===== config.mk =====
export PLATFORM = sky130hd
export DESIGN_NAME = alu_exec_unit
export DESIGN_NICKNAME = d
export VERILOG_FILES = /design/src/rtl/alu_exec_unit.sv
export SDC_FILE = /design/constraint.sdc
export NUM_CORES = 1
export LEC_CHECK = 0
export ABC_AREA = 1
export ABC_CLOCK_PERIOD_IN_PS = 4800
export CAP_MARGIN = 20
export CORE_MARGIN = 2
export CORE_UTILIZATION = 30
export CTS_BUF_LIST = sky130_fd_sc_hd__clkbuf_4
export DETAILED_ROUTE_END_ITERATION = 16
export GPL_ROUTABILITY_DRIVEN = 0
export PLACE_DENSITY = 0.47
export SLEW_MARGIN = 15
export SYNTH_ARGS = -nofsm -noshare
export SYNTH_HDL_FRONTEND = slang
export SYNTH_SLANG_ARGS = --single-unit

===== constraint.sdc =====
create_clock -name clk -period 4.8 [get_ports clk]
set_clock_uncertainty 0.15 [all_clocks]
set_input_delay 0.72 -clock clk [delete_from_list [all_inputs] [get_ports clk]]
set_output_delay 0.72 -clock clk [all_outputs]
set_load 0.1 [all_outputs]

===== src/rtl/alu_exec_unit.sv =====
`default_nettype none
// ============================================================================
// Module   : alu_exec_unit
// Purpose  : Execute-stage ALU. Single-cycle ops (logic, add/sub, compares,
//            pass) produce a registered result one cycle after accept.
//            Shifts run serially, up to SHIFT_STEP bit positions per cycle,
//            under a two-state FSM (IDLE / SHIFT).
// Ports    :
//   clk        in   1    single clock, rising edge
//   rst_n      in   1    asynchronous active-low reset
//   flush      in   1    synchronous abort of in-flight shift / pending result
//   in_valid   in   1    operation and operands valid
//   in_ready   out  1    unit accepts this cycle
//   operation  in   4    op code
//   src_a      in   DW   operand A / shift source
//   src_b      in   DW   operand B / shift amount (low log2(DW) bits)
//   out_valid  out  1    result / zero valid
//   out_ready  in   1    consumer takes result
//   result     out  DW   registered result
//   zero       out  1    registered (result == 0)
//   busy       out  1    high while in SHIFT
// Revision : 1.0 - initial release
// ============================================================================
module alu_exec_unit #(
  parameter int DATA_WIDTH = 32,
  parameter int SHIFT_STEP = 1
) (
  input  logic                  clk,
  input  logic                  rst_n,
  input  logic                  flush,
  input  logic                  in_valid,
  output logic                  in_ready,
  input  logic [3:0]            operation,
  input  logic [DATA_WIDTH-1:0] src_a,
  input  logic [DATA_WIDTH-1:0] src_b,
  output logic                  out_valid,
  input  logic                  out_ready,
  output logic [DATA_WIDTH-1:0] result,
  output logic                  zero,
  output logic                  busy
);

  localparam int AW = (DATA_WIDTH > 1) ? $clog2(DATA_WIDTH) : 1;

  // Remaining shift amount never exceeds DATA_WIDTH-1, so the per-cycle
  // step can be capped there and always fits in AW bits.
  localparam int STEP_CAP = (SHIFT_STEP > DATA_WIDTH - 1) ? DATA_WIDTH - 1 : SHIFT_STEP;
  localparam logic [AW-1:0] c_step_cap = AW'(STEP_CAP);

  localparam logic [3:0] c_op_and  = 4'b0000;
  localparam logic [3:0] c_op_or   = 4'b0001;
  localparam logic [3:0] c_op_add  = 4'b0010;
  localparam logic [3:0] c_op_xor  = 4'b0011;
  localparam logic [3:0] c_op_passb = 4'b0100;
  localparam logic [3:0] c_op_sub  = 4'b0110;
  localparam logic [3:0] c_op_eq   = 4'b0111;
  localparam logic [3:0] c_op_ne   = 4'b1000;
  localparam logic [3:0] c_op_lt   = 4'b1001;
  localparam logic [3:0] c_op_ge   = 4'b1010;
  localparam logic [3:0] c_op_ltu  = 4'b1011;
  localparam logic [3:0] c_op_geu  = 4'b1100;
  localparam logic [3:0] c_op_sll  = 4'b1101;
  localparam logic [3:0] c_op_sra  = 4'b1110;
  localparam logic [3:0] c_op_srl  = 4'b1111;

  // Low two op bits identify the shift kind once captured.
  localparam logic [1:0] c_sh_sll = 2'b01;
  localparam logic [1:0] c_sh_sra = 2'b10;
  localparam logic [1:0] c_sh_srl = 2'b11;

  typedef enum logic [0:0] {
    ST_IDLE  = 1'b0,
    ST_SHIFT = 1'b1
  } state_t;

  // --------------------------------------------------------------------------
  // State
  // --------------------------------------------------------------------------
  state_t                state_q, state_d;
  logic                  out_valid_q, out_valid_d;
  logic [DATA_WIDTH-1:0] result_q, result_d;
  logic                  zero_q, zero_d;
  logic [DATA_WIDTH-1:0] sh_val_q, sh_val_d;
  logic [AW-1:0]         sh_amt_q, sh_amt_d;
  logic [1:0]            sh_op_q, sh_op_d;

  // --------------------------------------------------------------------------
  // Single-cycle datapath. Operands are masked when in_valid is low so that
  // undriven inputs never reach the result path.
  // --------------------------------------------------------------------------
  logic [DATA_WIDTH-1:0] op_a;
  logic [DATA_WIDTH-1:0] op_b;
  logic [AW-1:0]         b_amt;
  logic                  is_shift;
  logic                  cond;
  logic [DATA_WIDTH-1:0] alu_res;

  assign op_a     = in_valid ? src_a : '0;
  assign op_b     = in_valid ? src_b : '0;
  assign b_amt    = op_b[AW-1:0];
  assign is_shift = (operation == c_op_sll) || (operation == c_op_sra) ||
                    (operation == c_op_srl);

  always_comb begin
    cond    = 1'b0;
    alu_res = '0;
    case (operation)
      c_op_and:   alu_res = op_a & op_b;
      c_op_or:    alu_res = op_a | op_b;
      c_op_add:   alu_res = op_a + op_b;
      c_op_xor:   alu_res = op_a ^ op_b;
      c_op_passb: alu_res = op_b;
      c_op_sub:   alu_res = op_a - op_b;
      c_op_eq:    cond = (op_a == op_b);
      c_op_ne:    cond = (op_a != op_b);
      c_op_lt:    cond = ($signed(op_a) <  $signed(op_b));
      c_op_ge:    cond = ($signed(op_a) >= $signed(op_b));
      c_op_ltu:   cond = (op_a <  op_b);
      c_op_geu:   cond = (op_a >= op_b);
      // A shift by zero completes in one cycle and simply returns src_a.
      c_op_sll, c_op_sra, c_op_srl: alu_res = op_a;
      default:    alu_res = '0;
    endcase
    case (operation)
      c_op_eq, c_op_ne, c_op_lt, c_op_ge, c_op_ltu, c_op_geu:
        alu_res = {{(DATA_WIDTH-1){1'b0}}, cond};
      default: ;
    endcase
  end

  // --------------------------------------------------------------------------
  // Serial shifter: one step of min(SHIFT_STEP, remaining) positions.
  // --------------------------------------------------------------------------
  logic [AW-1:0]         step;
  logic [DATA_WIDTH-1:0] shifted;

  always_comb begin
    step = (sh_amt_q > c_step_cap) ? c_step_cap : sh_amt_q;
  end

  always_comb begin
    shifted = sh_val_q;
    case (sh_op_q)
      c_sh_sll: shifted = sh_val_q << step;
      c_sh_sra: shifted = $unsigned($signed(sh_val_q) >>> step);
      c_sh_srl: shifted = sh_val_q >> step;
      default:  shifted = sh_val_q;
    endcase
  end

  // --------------------------------------------------------------------------
  // Handshake. in_ready is forced low while reset is asserted even though
  // the registers already sit at their IDLE reset values.
  // --------------------------------------------------------------------------
  assign in_ready = rst_n && (state_q == ST_IDLE) && !flush &&
                    (!out_valid_q || out_ready);

  // --------------------------------------------------------------------------
  // Next-state / datapath control
  // --------------------------------------------------------------------------
  always_comb begin
    state_d     = state_q;
    out_valid_d = out_valid_q;
    result_d    = result_q;
    zero_d      = zero_q;
    sh_val_d    = sh_val_q;
    sh_amt_d    = sh_amt_q;
    sh_op_d     = sh_op_q;

    if (flush) begin
      // Abort: drop the shift and any pending result, keep result/zero.
      state_d     = ST_IDLE;
      out_valid_d = 1'b0;
    end else begin
      case (state_q)
        ST_IDLE: begin
          if (out_valid_q && out_ready) begin
            out_valid_d = 1'b0;
          end
          if (in_valid && in_ready) begin
            if (is_shift && (b_amt != '0)) begin
              sh_val_d    = op_a;
              sh_amt_d    = b_amt;
              sh_op_d     = operation[1:0];
              state_d     = ST_SHIFT;
              out_valid_d = 1'b0;
            end else begin
              result_d    = alu_res;
              zero_d      = (alu_res == '0);
              out_valid_d = 1'b1;
            end
          end
        end

        ST_SHIFT: begin
          sh_val_d = shifted;
          sh_amt_d = sh_amt_q - step;
          if (sh_amt_q == step) begin
            result_d    = shifted;
            zero_d      = (shifted == '0);
            out_valid_d = 1'b1;
            state_d     = ST_IDLE;
          end
        end

        default: begin
          state_d     = ST_IDLE;
          out_valid_d = 1'b0;
        end
      endcase
    end
  end

  // --------------------------------------------------------------------------
  // Registers
  // --------------------------------------------------------------------------
  always_ff @(posedge clk or negedge rst_n) begin
    if (!rst_n) begin
      state_q     <= ST_IDLE;
      out_valid_q <= 1'b0;
      result_q    <= '0;
      zero_q      <= 1'b1;
      sh_val_q    <= '0;
      sh_amt_q    <= '0;
      sh_op_q     <= 2'b00;
    end else begin
      state_q     <= state_d;
      out_valid_q <= out_valid_d;
      result_q    <= result_d;
      zero_q      <= zero_d;
      sh_val_q    <= sh_val_d;
      sh_amt_q    <= sh_amt_d;
      sh_op_q     <= sh_op_d;
    end
  end

  assign out_valid = out_valid_q;
  assign result    = result_q;
  assign zero      = zero_q;
  assign busy      = (state_q == ST_SHIFT);

endmodule
`default_nettype wire


Yosys cells after proc, flatten, opt, wreduce, memory -nomap -nowiden
Cells that the tools add are included.

Bits in latches: 0. Bits of input ports: 73. Memories kept: 0. Output and inout bits: 36. Logic and storage cells: 102. Register bits after elaboration: 74. RAM bits: 0. ROM bits: 0.

Bitwise gates (word level): 5. Shift-type cells: 3. Div/mod/pow operators: 0. Mux-type cells: 32. Equal/unequal tests: 26. Reduce and logical (&&, ||, !) cells: 21. Multipliers: 0. $add $sub $neg: 3. Magnitude comparators: 5.

Operators by type and width (count): $mux W32 (8); $pmux W32 S7 (1); $pmux W32 S2 (2); $pmux W32 S3 (1); $ge A32 B32 Y1 (2); $logic_not A32 Y1 (2); $lt A32 B32 Y1 (2); $add A32 B32 Y32 (1); $and A32 B32 Y32 (1); $eq A32 B32 Y1 (1); $eq A4 B4 Y1 const B (8); $ne A32 B32 Y1 (1); $or A32 B32 Y32 (1); $shl A32 B5 Y32 (1); $shr A32 B5 Y32 (1); $sshr A32 B5 Y32 (1); $sub A32 B32 Y32 (1); $xor A32 B32 Y32 (1); $mux W5 (3); $eq A4 B3 Y1 const B (3); $mux W1 (12); $pmux W5 S2 (1); $eq A4 B2 Y1 const B (2); $reduce_and A4 Y1 (2); 22 further kinds (36).

Logic depth before layout (Yosys ltp)
Depth in word-level cells: 8. Mapped depth: 26.

Worst setup path after synthesis
Ideal clock, no wire load.

Path type: register to register. Start: register out_valid_q (netlist: out_valid). End: register sh_amt_q[4]. Stages on the path, launching flop included: 13. Period minus slack after synthesis: 4.431 ns. Arrival time: 4.142 ns. Buffers on the path: 2. Slack: 0.369 ns. Data required time: 4.511 ns. Cell sequence: dfrtp_1 > inv_1 > o21ai_0 > nor3_1 > nand2_1 > inv_1 > nand2_1 > nand2_1 > nand2_2 > inv_2 > buf_2 > clkbuf_1 > o21ai_0.

Cells in the longest elaborated chain, start to end: 6.

RTL lines: start, declared (RTL line 80) `logic out_valid_q, out_valid_d;`; start signal, assigned (RTL line 228) `out_valid_q <= out_valid_d;`; $logic_not A1 Y1 (RTL line 156) `(!out_valid_q || out_ready);`; $logic_or A1 B1 Y1 (RTL line 156); $logic_and A1 B1 Y1 (RTL line 155) `assign in_ready = rst_n && (state_q == ST_IDLE) && !flush &&`; net in_ready (RTL line 32) `output logic in_ready,`; $logic_and A1 B1 Y1 (RTL line 180) `if (in_valid && in_ready) begin`; $ne A2 B1 Y1 (no source line); $reduce_and A3 Y1 (no source line); end signal, assigned (RTL line 232) `sh_amt_q <= sh_amt_d;`; end, declared (RTL line 84) `logic [AW-1:0] sh_amt_q, sh_amt_d;`.

The timed path passes the listed nets, and every way through them passes these cells. A chain may end at the register's enable or synchronous reset.

Final worst setup path
Start: input in_valid. End: register result_q[0] (netlist: result[0]).

Cells in the longest elaborated chain, start to end: 7. Elaborated cells on any way between the ends: 25. Classes of those cells: add/sub (2); order compare (4); eq/ne (4); mux (8); bitwise (3); reduce/logical (4).

RTL lines: start, declared (RTL line 31) `input logic in_valid,`; $mux W32, on equally long branches (RTL line 98, 99); $sub A32 B32 Y32, or another cell as far along (RTL line 113) `c_op_sub: alu_res = op_a - op_b;`; $pmux W32 S7 / $pmux W1 S6 (equally long branches) (RTL line 107) `case (operation)`; $mux W32 (RTL line 124) `case (operation)`; $mux W32 (RTL line 181) `if (is_shift && (b_amt != '0)) begin`; $mux W32 (RTL line 180); $pmux W32 S2 (RTL line 175) `case (state_q)`; end signal, assigned (RTL line 229) `result_q <= result_d;`; end, declared (RTL line 81) `logic [DATA_WIDTH-1:0] result_q, result_d;`.

Several ways; a longest one is shown, not always the timed one. The select of a mux whose other input is x is not followed.

==> run summary <==
Critical Path RT -> 5020 ps
Num CTS Buffers -> 9
EDFF count, synth -> 0
TritonCTS clock tree -> built
# rows -> 71
Synth area leader -> dfrtp_1
post-route ant nets -> 0
Crit. End Element -> register
asr flop ratio synth -> 100.0%
Pwr per Cell Area -> 303.6 nW/um2
Final Critical Period -> 4048 ps
initial antenna violation count -> 2
largest net degree at the start of global routing -> 75
fill count -> 4211
DRC -> 0
FF+latch area -> 1853 um2
DR pass1 iterations -> 5
core area -> 37580 um2
Worst Path Arrival -> 4270 ps
Fin. Hold Viols -> 0
Core Util, Final -> 34.92%
die width -> 199.1 um
Total Wirelength -> 51870 um
startpoint types -> input pin
Synth-to-Final Area Change -> 14.94%
most frequent cell after synthesis -> nand2_1
Max-Cap Viols -> 0
Multi-input gate area -> 7986 um2
Non-Filler Instances -> 2520
die area -> 39630 um2
clk slew on worst S/H paths -> 140 ps
synthesized area -> 11420 um2
Peak Freq -> 247.0 MHz
first-pass GRT wire length -> 78140 um
post-route setup TNS -> 0 ps
Cell variety after synth -> 54
CP Class -> in -> reg
clk sinks -> 74
post-synthesis net count -> 2103
Final HPWL DP -> 42000 um
Worst Tran Pin Value -> 1035 ps
Ys Warns -> 0
Via density -> 5.314
chip height -> 199.1 um
peak fanout along the critical path -> 25
Mapped Cells -> 1931
RSZ-0062 raised after global routing -> no
# setup viols final -> 0
Commonest cells post-synth -> 484 x nand2_1, 271 x inv_1, 223 x nor2_1
Port Buffers -> 108
via count -> 13390
share of the synthesized area in the top cell type -> 16.00%
Setup Buffers After CTS -> 0
Tot GR Track Use -> 26.29%
Slew HR -> 30.77%
ranking of synthesized cells by area -> dfrtp_1 16%, nand2_1 16%, ha_1 11%, inv_1 8.9%, nor2_1 7.3%
Layout Nets -> 2175
Resized Gates After CTS -> 0
crit share post-route -> 84.33%
post-synthesis sequential area ratio -> 16.23%
status -> complete, no violations
layout cells sized above 1 -> 7.769%
Iteration-0 DRC Markers -> 1373
IO Pins -> 109
Worst-Skew Late Latency -> 480 ps
leakage -> 6.617 nW
Synth Flop Type -> dfrtp_1
Syn Area/Cell -> 5.912 um2
Max clock buf depth -> 2
placed insts -> 2502
vias in the first global route -> 12750
FF+latch count, synth -> 74
H-tree depth -> 3
CTS hold repair buffers -> 0
Root Driver -> clkbuf_4
Peak supply drop -> 144.7 uV
Max Slew Vio Count -> 0
global route total overflow -> 0
starting density of the core -> 30.38%
Hold Crit Class -> in -> async
WL/cell -> 20.58 um
per-stage QoR:
stage | setup slack [ps] | cell area [um2] | hold WS, ps | total power [W]
6_report | 752.1 | 13120 | 45.81 | 0.003983
2_1_floorplan | 368.6 | 11420 | 274.4 | 0.002722
3_3_place_gp | 399.4 | 12900 | 320.8 | 0.003433
4_1_cts | 867.3 | 13090 | 358.4 | 0.003957
5_1_grt | 508.2 | 13120 | 52.68 | 0.004245
3_5_place_dp | 359.7 | 12900 | 328.1 | 0.003429
cells in the final DEF (no fill, tap or decap), types with 22 or more instances in the layout:
cell type        synthesis  layout
nand2_1                484     484
inv_1                  271     270
nor2_1                 223     222
nand3_1                162     162
o21ai_0                123     123
clkdlybuf4s50_1          0     105
ha_1                    97      97
a21oi_1                 96      96
dfrtp_1                 73      73
o22ai_1                 48      48
inv_2                   27      28
nand2_2                 26      26
buf_4                    4      25
nand4_1                 24      24
o221ai_1                22      22
critical path, stage by stage:
cell      delay [ps]
buf_2            330
buf_12           240
nand2_1          240
ha_1             590
inv_1            150
nand2_1           90
nand2_1          130
nand2_1          100
nand2_1           90
a21oi_2          160
nand2_2          150
nand2_2          120
nand3_2          130
nand2_1           90
nand2_1           90
o21ai_1          190
nand3_1          140
a21boi_0         370
o21ai_0          130
sequential cells by signal, summed over array words and instances, names as in the netlist:
name	flops
result	32
sh_val_q	32
sh_amt_q	5
sh_op_q	2
busy	1
out_valid	1
zero	1
path summary, 6_finish.rpt:
kind | start | to | slack (ps) | depth (start not counted)
setup / recovery | in_valid | result[0] | 750 | 19
hold / removal | rst_n | sh_amt_q[2] | 50 | 2
setup reg to reg | sh_op_q[1] | zero | 1410 | 12
hold reg to reg | result[4] | result[4] | 350 | 2
max in group asynchronous | rst_n | zero | 3830 | 3
min in group clk | result[4] | result[4] | 350 | 2
area by class of cell:
type / instances / area share (%)
Antenna cell: 1 / 0.01907
Clock buffer: 10 / 0.5721
Clock inverter: 6 / 0.8773
Inverter: 298 / 8.525
Multi-Input combinational cell: 1485 / 60.87
Sequential cell: 74 / 14.12
Tap cell: 511 / 4.873
Timing Repair Buffer: 135 / 10.15
power breakdown:
part | switching (W) | internal (W) | total (W) | leakage [nW]
Sequential | 0.000125 | 0.000811 | 0.000936 | 0.926
Clock | 0.000252 | 0.000271 | 0.000522 | 0.0968
Combinational | 0.00182 | 0.000702 | 0.00252 | 5.59
Total | 0.00220 | 0.00178 | 0.00398 | 6.62
kinds of logic (layout without fill, tap and decap cells):
kind of cell    after synthesis  after routing  share of synthesized area, %
other cells                   0              1                             0
simple gates                990            990                         37.95
flops                        74             74                         16.23
buf+inv                     372            449                         13.83
xor+xnor                      3              3                        0.2302
compound gates              393            393                         20.77
fa+ha+maj                    99             99                         10.98
routing by layer:
layer | wire (um) | GRT usage, % | vias to the layer above
met5 | 0 | 0 | -
met4 | 1217 | 6.965 | 0
met3 | 3454 | 3.004 | 60
met2 | 23340 | 42.47 | 559
met1 | 23860 | 36.97 | 6288
li1 | - | - | 6484
No activity file was read; power rests on OpenSTA's default activity.
